<file path="config.mk">
export PLATFORM = sky130hd
export DESIGN_NAME = atm_keypad_frontend
export DESIGN_NICKNAME = d
export VERILOG_FILES = /design/src/rtl/atm_keypad_frontend.sv
export SDC_FILE = /design/constraint.sdc
export NUM_CORES = 1
export LEC_CHECK = 0
export ABC_AREA = 0
export BUFFER_PORTS_ARGS = -buffer_cell sky130_fd_sc_hd__buf_2
export CORE_UTILIZATION = 35
export CTS_CLUSTER_SIZE = 16
export DETAILED_ROUTE_END_ITERATION = 10
export SYNTH_ARGS = -nofsm -noshare
export SYNTH_HDL_FRONTEND = slang
export SYNTH_SLANG_ARGS = --single-unit
</file>
<file path="constraint.sdc">
create_clock -name clk -period 7.3 [get_ports clk]
set_input_delay 0 -clock clk [delete_from_list [all_inputs] [get_ports clk]]
set_output_delay 0 -clock clk [all_outputs]
set_load 0.02 [all_outputs]
</file>
<file path="src/rtl/atm_keypad_frontend.sv">
// ATM keypad front end: collects account, PIN, operation, amount and new PIN
// from single-cycle key strobes and presents them as one request to the ATM controller.
//
// state    | meaning
// S_ACC    | waiting for account digit + ENTER
// S_PIN    | collecting 4-digit BCD PIN
// S_OP     | selecting operation 1-5
// S_AMT    | entering binary transaction amount
// S_NEWPIN | collecting 4-digit replacement PIN
// S_SEND   | request valid, waiting for req_ready
module atm_keypad_frontend #(
  parameter logic [15:0] MAX_AMT = 16'd9999
) (
  input  logic        clk,
  input  logic        rst,
  input  logic        key_valid,
  input  logic [3:0]  key_code,
  input  logic        req_ready,
  output logic        req_valid,
  output logic [2:0]  operation,
  output logic [3:0]  acc_num,
  output logic [15:0] pin,
  output logic [15:0] new_pin,
  output logic [15:0] amount,
  output logic        key_err,
  output logic [2:0]  state
);

  typedef enum logic [2:0] {
    S_ACC    = 3'd0,
    S_PIN    = 3'd1,
    S_OP     = 3'd2,
    S_AMT    = 3'd3,
    S_NEWPIN = 3'd4,
    S_SEND   = 3'd5
  } state_t;

  localparam logic [3:0] K_ENTER  = 4'hA;
  localparam logic [3:0] K_CLEAR  = 4'hB;
  localparam logic [3:0] K_CANCEL = 4'hC;

  state_t      state_q, state_n;
  logic        acc_cnt, acc_cnt_n;
  logic [2:0]  pin_cnt, pin_cnt_n;
  logic [2:0]  np_cnt, np_cnt_n;
  logic [3:0]  acc_n;
  logic [15:0] pin_n, np_n, amt_n;
  logic [2:0]  op_n;
  logic        err_n;
  logic        clear_all;
  logic        is_digit;
  logic [20:0] amt_calc;
  logic        amt_ok;

  assign state    = state_q;
  assign is_digit = (key_code <= 4'd9);
  // Widened so the x10 step can never wrap before the limit compare.
  assign amt_calc = 21'(amount) * 21'd10 + 21'(key_code);
  assign amt_ok   = (amt_calc <= 21'(MAX_AMT));

  always_comb begin
    state_n   = state_q;
    acc_n     = acc_num;
    acc_cnt_n = acc_cnt;
    pin_n     = pin;
    pin_cnt_n = pin_cnt;
    np_n      = new_pin;
    np_cnt_n  = np_cnt;
    op_n      = operation;
    amt_n     = amount;
    err_n     = 1'b0;
    clear_all = 1'b0;

    case (state_q)
      S_SEND: begin
        if (req_ready) begin
          if (operation == 3'd5) begin
            clear_all = 1'b1;
            state_n   = S_ACC;
          end else begin
            if (operation == 3'd4) pin_n = new_pin;
            op_n     = 3'd0;
            amt_n    = 16'd0;
            np_n     = 16'd0;
            np_cnt_n = 3'd0;
            state_n  = S_OP;
          end
        end
      end
      S_ACC, S_PIN, S_OP, S_AMT, S_NEWPIN: begin
        if (key_valid) begin
          if (key_code == K_CANCEL) begin
            clear_all = 1'b1;
            state_n   = S_ACC;
          end else if (key_code == K_CLEAR) begin
            case (state_q)
              S_ACC:    begin acc_n = 4'd0;   acc_cnt_n = 1'b0; end
              S_PIN:    begin pin_n = 16'd0;  pin_cnt_n = 3'd0; end
              S_OP:     op_n = 3'd0;
              S_AMT:    amt_n = 16'd0;
              S_NEWPIN: begin np_n = 16'd0;   np_cnt_n = 3'd0; end
              default:  ;
            endcase
          end else if (key_code > K_CANCEL) begin
            err_n = 1'b1;
          end else begin
            case (state_q)
              S_ACC: begin
                if (is_digit) begin
                  acc_n     = key_code;
                  acc_cnt_n = 1'b1;
                end else if (acc_cnt) state_n = S_PIN;
                else err_n = 1'b1;
              end
              S_PIN: begin
                if (is_digit) begin
                  if (pin_cnt < 3'd4) begin
                    pin_n     = {pin[11:0], key_code};
                    pin_cnt_n = pin_cnt + 3'd1;
                  end else err_n = 1'b1;
                end else if (pin_cnt == 3'd4) state_n = S_OP;
                else err_n = 1'b1;
              end
              S_OP: begin
                if (is_digit) begin
                  if (key_code >= 4'd1 && key_code <= 4'd5) op_n = key_code[2:0];
                  else err_n = 1'b1;
                end else begin
                  case (operation)
                    3'd2, 3'd3: state_n = S_AMT;
                    3'd4:       state_n = S_NEWPIN;
                    3'd1, 3'd5: state_n = S_SEND;
                    default:    err_n = 1'b1;
                  endcase
                end
              end
              S_AMT: begin
                if (is_digit) begin
                  if (amt_ok) amt_n = amt_calc[15:0];
                  else err_n = 1'b1;
                end else if (amount != 16'd0) state_n = S_SEND;
                else err_n = 1'b1;
              end
              S_NEWPIN: begin
                if (is_digit) begin
                  if (np_cnt < 3'd4) begin
                    np_n     = {new_pin[11:0], key_code};
                    np_cnt_n = np_cnt + 3'd1;
                  end else err_n = 1'b1;
                end else if (np_cnt == 3'd4) state_n = S_SEND;
                else err_n = 1'b1;
              end
              default: ;
            endcase
          end
        end
      end
      default: state_n = S_ACC;
    endcase

    if (clear_all) begin
      acc_n     = 4'd0;
      acc_cnt_n = 1'b0;
      pin_n     = 16'd0;
      pin_cnt_n = 3'd0;
      np_n      = 16'd0;
      np_cnt_n  = 3'd0;
      op_n      = 3'd0;
      amt_n     = 16'd0;
    end
  end

  always_ff @(posedge clk) begin
    if (!rst) begin
      state_q   <= S_ACC;
      req_valid <= 1'b0;
      key_err   <= 1'b0;
      operation <= 3'd0;
      acc_num   <= 4'd0;
      acc_cnt   <= 1'b0;
      pin       <= 16'd0;
      pin_cnt   <= 3'd0;
      new_pin   <= 16'd0;
      np_cnt    <= 3'd0;
      amount    <= 16'd0;
    end else begin
      state_q   <= state_n;
      req_valid <= (state_n == S_SEND);
      key_err   <= err_n;
      operation <= op_n;
      acc_num   <= acc_n;
      acc_cnt   <= acc_cnt_n;
      pin       <= pin_n;
      pin_cnt   <= pin_cnt_n;
      new_pin   <= np_n;
      np_cnt    <= np_cnt_n;
      amount    <= amt_n;
    end
  end

endmodule

</file>
### Word-level counts from Yosys, hierarchy flattened

Index checks and enable logic that the tools add are counted.
Widths: inputs -> output; s select.

* shift operators: 0
* add/sub/neg operators: 3
* multipliers: 1
* multiplexer cells: 107
* bitwise logic cells: 4
* $lt $le $gt $ge: 7
* divide/modulo/power cells: 0
* equality and inequality tests: 31
* reduce and logical (&&, ||, !) cells: 18

Operator list (number)
* $mux 16: 29
* $mux 3: 38
* $pmux 16 s2: 3
* $reduce_and 9->1: 3
* $mux 1: 24
* $add 20x4->21: 1
* $eq 3x3->1 const B: 7
* $le 21x14->1 const B: 1
* $mux 4: 5
* $ne 2x2->1 const B: 10
* $mul 16x3->19 const B: 1
* $ne 3x3->1 const B: 6
* $pmux 3 s2: 3
* $reduce_bool 16->1: 1
* $pmux 3 s5: 1
* $reduce_or 5->1: 3
* $eq 3x2->1 const B: 4
* $reduce_and 10->1: 1
* $pmux 3 s3: 1
* $eq 4x4->1 const B: 2
* $reduce_and 7->1: 1
* $add 3x1->3 const B: 2
* $eq 3x1->1 const B: 2
* $lt 3x3->1 const B: 2
* 13 further kinds: 20

* output and inout port bits: 60
* logic and storage cells: 182
* ROM bits: 0
* latch bits: 0
* RAM bits: 0
* bits of input ports: 8
* memories: 0
* bits in registers: 67

### Depth between registers and ports, before layout

* depth after elaboration: 11
* depth in mapped cells: 13
* gate-level depth less buffers: 12

### Worst setup path after synthesis

Ideal clock, no wire load.

* path type: register -> register
* from: reg amount[1]
* to: reg amount[1]
* arrival time: 3732 ps
* slack: 3441 ps
* data required time: 7173 ps
* buffers on the path: 0
* cell stages (with the launch flop): 13
* library setup time: 127 ps
* clock period less this slack: 3859 ps
* cells stage by stage: dfxtp_1 > ha_1 > ha_1 > fa_1 > nand2_1 > or2_1 > or4_4 > nor2_1 > a21oi_1 > o31a_1 > o31a_4 > and4_1 > or3_1

* cells in the longest elaborated chain, start to end: 5

RTL lines
* from (decl): RTL line 24 `output logic [15:0] amount,`
* from (signal assigned): RTL line 197 `amount <= amt_n;`
* $mul 16x3->19: RTL line 58 `assign amt_calc = 21'(amount) * 21'd10 + 21'(key_code);`
* $add 20x4->21: RTL line 58
* $le 21x14->1: RTL line 59 `assign amt_ok = (amt_calc <= 21'(MAX_AMT));`
* $ne 3x3->1 (no line)
* $reduce_and 9->1 (no line)

Every way passes these cells.
A chain may end at the register's enable or synchronous reset.

### Final worst setup path

* from: reg amount[1]
* to: reg amount[11]

* cells in the longest elaborated chain, start to end: 10
* elaborated cells on any way between the ends: 13
* those cells by class: 1 x add/sub; 1 x mul; 1 x order compare; 1 x eq/ne; 8 x mux; 1 x reduce/logical

RTL lines (RTL line)
* $mul 16x3->19 (*): 58
* $add 20x4->21 (*): 58
* branches (longest 8 deep; another with $le 21x14->1)

Every way passes the cells marked *. The select of a mux whose other input is x is not followed.

==> results_dict.tcl <==
set metrics [dict create \
    status "finished clean" \
    die_w_um 120 \
    worstSkewPairLatency_ns 0.33 \
    p_leak_nw 2.45 \
    crit_required_ns 7.54 \
    yosysTopAreaCellShare 0.278 \
    syn-num-nets 645 \
    yosysSeqAreaShare 0.278 \
    async_reset_ff_frac 0 \
    final.min_clock_period_ns 4.19 \
    syn_to_final_growth_pct 16.0 \
    io_pins 68 \
    core_area_sq_um 13300 \
    io_buffers 67 \
    holdPathEnd "operation[1]$_SDFFE_PP0P_" \
    reg2reg_depth 12 \
    max_slew_margin 0.205 \
    grt_antenna_before_repair 0 \
    power_density_nw_per_um2 151 \
    drt-vias-per-instance 5.72 \
    syn_area_sq_um 4830 \
    cp_max_fo 17 \
    timing.rr.end "amount[11]$_SDFFE_PP0P_" \
    drc 0 \
    drive_gt1_frac 0.169 \
    gp_congestion 0.897 \
    grt_pass1_vias 4439 \
    numCtsBuffers 9 \
    cp.arrival_ns 4.43 \
    die_area_sq_um 14300 \
    start_kind "flop" \
    grt_setup_unrepaired "no" \
    p_total_mw 0.849 \
    hold_viol_final 0 \
    ys_ff_latch 67 \
    avgSynthCellArea_sq_um 8.06 \
    end_kind "flop" \
    skew_ns 0.00697 \
    clock-sinks 67 \
    die_h_um 120 \
    htree_num_levels 3 \
    placementRows 42 \
    min-delay-start "key_code[1]" \
    yosys_warnings 0 \
    hold_class "input pin to flop" \
    peakVddDrop_mv 0.0898 \
    cap_violations 0 \
    ys_top_cells_by_area "dfxtp_1 28%, ha_1 9.1%, nor2_1 6.1%" \
    fin_crit_sh 0.574 \
    ys_types 67 \
    finalSetupViolCount 0 \
    postCtsSetupRepairBufs 0 \
    num_vias 4722 \
    wirelength_um 13200 \
    path_class "flop to flop" \
    grtUsageTotal 0.188 \
    whs_ns 0.0932 \
    worst_slew_pin_slew_ns 1.19 \
    r2r_slack_ns 3.11 \
    initial_core_util 0.362 \
    drv_slew 0 \
    first_pass_iters 4 \
    r2r-start "amount[1]$_SDFFE_PP0P_" \
    root_buffer "clkbuf_16" \
    grt_overflow 0 \
    synth_edf_count 0 \
    n_fill_cell 1416 \
    grt_pass1_wl_um 22000 \
    yosys.area.top_type "dfxtp_1" \
    whs_path_depth 3 \
    timing.setup.tns_ns 0 \
    hpwl_um 9550 \
    ant_nets 0 \
    wl_per_cell_um 16.0 \
    cts_tree "built" \
    cts.clk_slew.worst_paths_ns 0.06 \
    drt-initial-drc-count 356 \
    synth-main-ff-cell "dfxtp_1" \
    max_freq_mhz 239 \
    num_antenna_cells 0 \
    clockBufferDepth 2 \
    final_nets 690 \
    grt_max_degree 36 \
    netlist_instances 600 \
]
## cells in the final DEF, fill, tap and decap left out, types with 7 or more instances in the layout
cell type	instances
nor2_1	79
dfxtp_1	67
buf_2	67
nand3_1	47
ha_1	35
nand2_1	33
a21oi_1	26
a211oi_1	20
mux2i_1	19
o21ai_0	18
o21a_1	15
o31a_1	14
a22oi_1	13
xnor2_1	12
o21ai_1	12
inv_1	11
a21o_1	10
clkbuf_16	9
nor3_1	8
nor2b_1	8
o31ai_1	7
buf_4	7
## cell usage after synthesis, drive strengths merged, types with 8 or more instances
cell / instances
a211oi: 21
a21o: 10
a21oi: 26
a22oi: 13
buf: 10
clkbuf: 31
dfxtp: 67
ha: 35
inv: 11
mux2i: 19
nand2: 33
nand3: 47
nor2: 79
nor2b: 8
nor3: 9
nor4: 8
o21a: 15
o21ai: 30
o31a: 15
xnor2: 13
## flip-flops by register name, indices dropped and copies added (netlist names)
name	flops
acc_cnt	1
acc_num	4
amount	16
key_err	1
new_pin	16
np_cnt	3
operation	3
pin	16
pin_cnt	3
req_valid	1
state	3
## layer usage
layer / wire (um) / global-route usage / vias up
li1: - / - / 2339
met1: 6370 / 0.258 / 2251
met2: 6110 / 0.303 / 117
met3: 542 / 0.0247 / 15
met4: 193 / 0.0609 / 0
met5: 0 / 0 / -
## what timing repair did
| action | 4_1_cts | 5_1_grt |
|---|---|---|
| hold endpoints to repair | 3 | 0 |
| setup endpoints to repair | 0 | 0 |
| hold buffers | 1 | 0 |
| resized for setup | 0 | 0 |
## metrics by stage
step	setup slack, ns	cell area (sq um)	util	cells
5_1_grt	2.76	5610	0.420	826
2_1_floorplan	3.44	4830	-	600
4_1_cts	3.11	5610	0.420	826
6_report	3.11	5610	0.420	826
3_5_place_dp	3.12	5300	0.397	809
3_3_place_gp	3.20	5300	0.397	809
## worst max path at each step
stage,startpoint,endpoint,depth (start not counted)
after detailed placement,amount[1]$_SDFFE_PP0P_,amount[11]$_SDFFE_PP0P_,12
after global routing,amount[1]$_SDFFE_PP0P_,amount[11]$_SDFFE_PP0P_,12
after CTS,amount[1]$_SDFFE_PP0P_,amount[11]$_SDFFE_PP0P_,12
after global placement,amount[1]$_SDFFE_PP0P_,amount[11]$_SDFFE_PP0P_,12
final,amount[1]$_SDFFE_PP0P_,amount[11]$_SDFFE_PP0P_,12
after floorplan,amount[1]$_SDFFE_PP0P_,amount[1]$_SDFFE_PP0P_,12
## power breakdown
| part | switching, mW | total [mW] | internal [mW] |
|---|---|---|---|
| clock network | 0.165 | 0.431 | 0.267 |
| registers | 0.00158 | 0.370 | 0.368 |
| logic | 0.0338 | 0.0480 | 0.0142 |
| total | 0.200 | 0.849 | 0.650 |
## area by class of cell
class | instances | area, sq um | share of cell area
sequential | 67 | 1340 | 0.239
inverter | 11 | 41.3 | 0.00736
clock buffer | 9 | 225 | 0.0402
clock inverter | 7 | 77.6 | 0.0138
multi-input combinational | 481 | 3310 | 0.589
timing repair buffer | 75 | 398 | 0.0709
tap | 176 | 220 | 0.0393
## cells by family after synthesis
kind of cell,share of synthesized area
compound gates,0.278
xor+xnor,0.0324
fa+ha+maj,0.0989
buf+inv,0.0432
flops,0.278
mux,0.0393
simple gates,0.230
## worst max-delay path, stage by stage, from the launching register on
cell      delay [ns]
dfxtp_1         0.47
ha_1            0.28
ha_1            0.24
fa_1            0.43
a21o_1          0.22
a221oi_4        0.39
a21o_1          0.30
o21ai_0         0.13
o311a_1         0.14
nor4b_1         0.45
o31a_4          0.35
nand3_1         0.34
o31ai_1         0.34
Power figures use the tool's default switching activity.
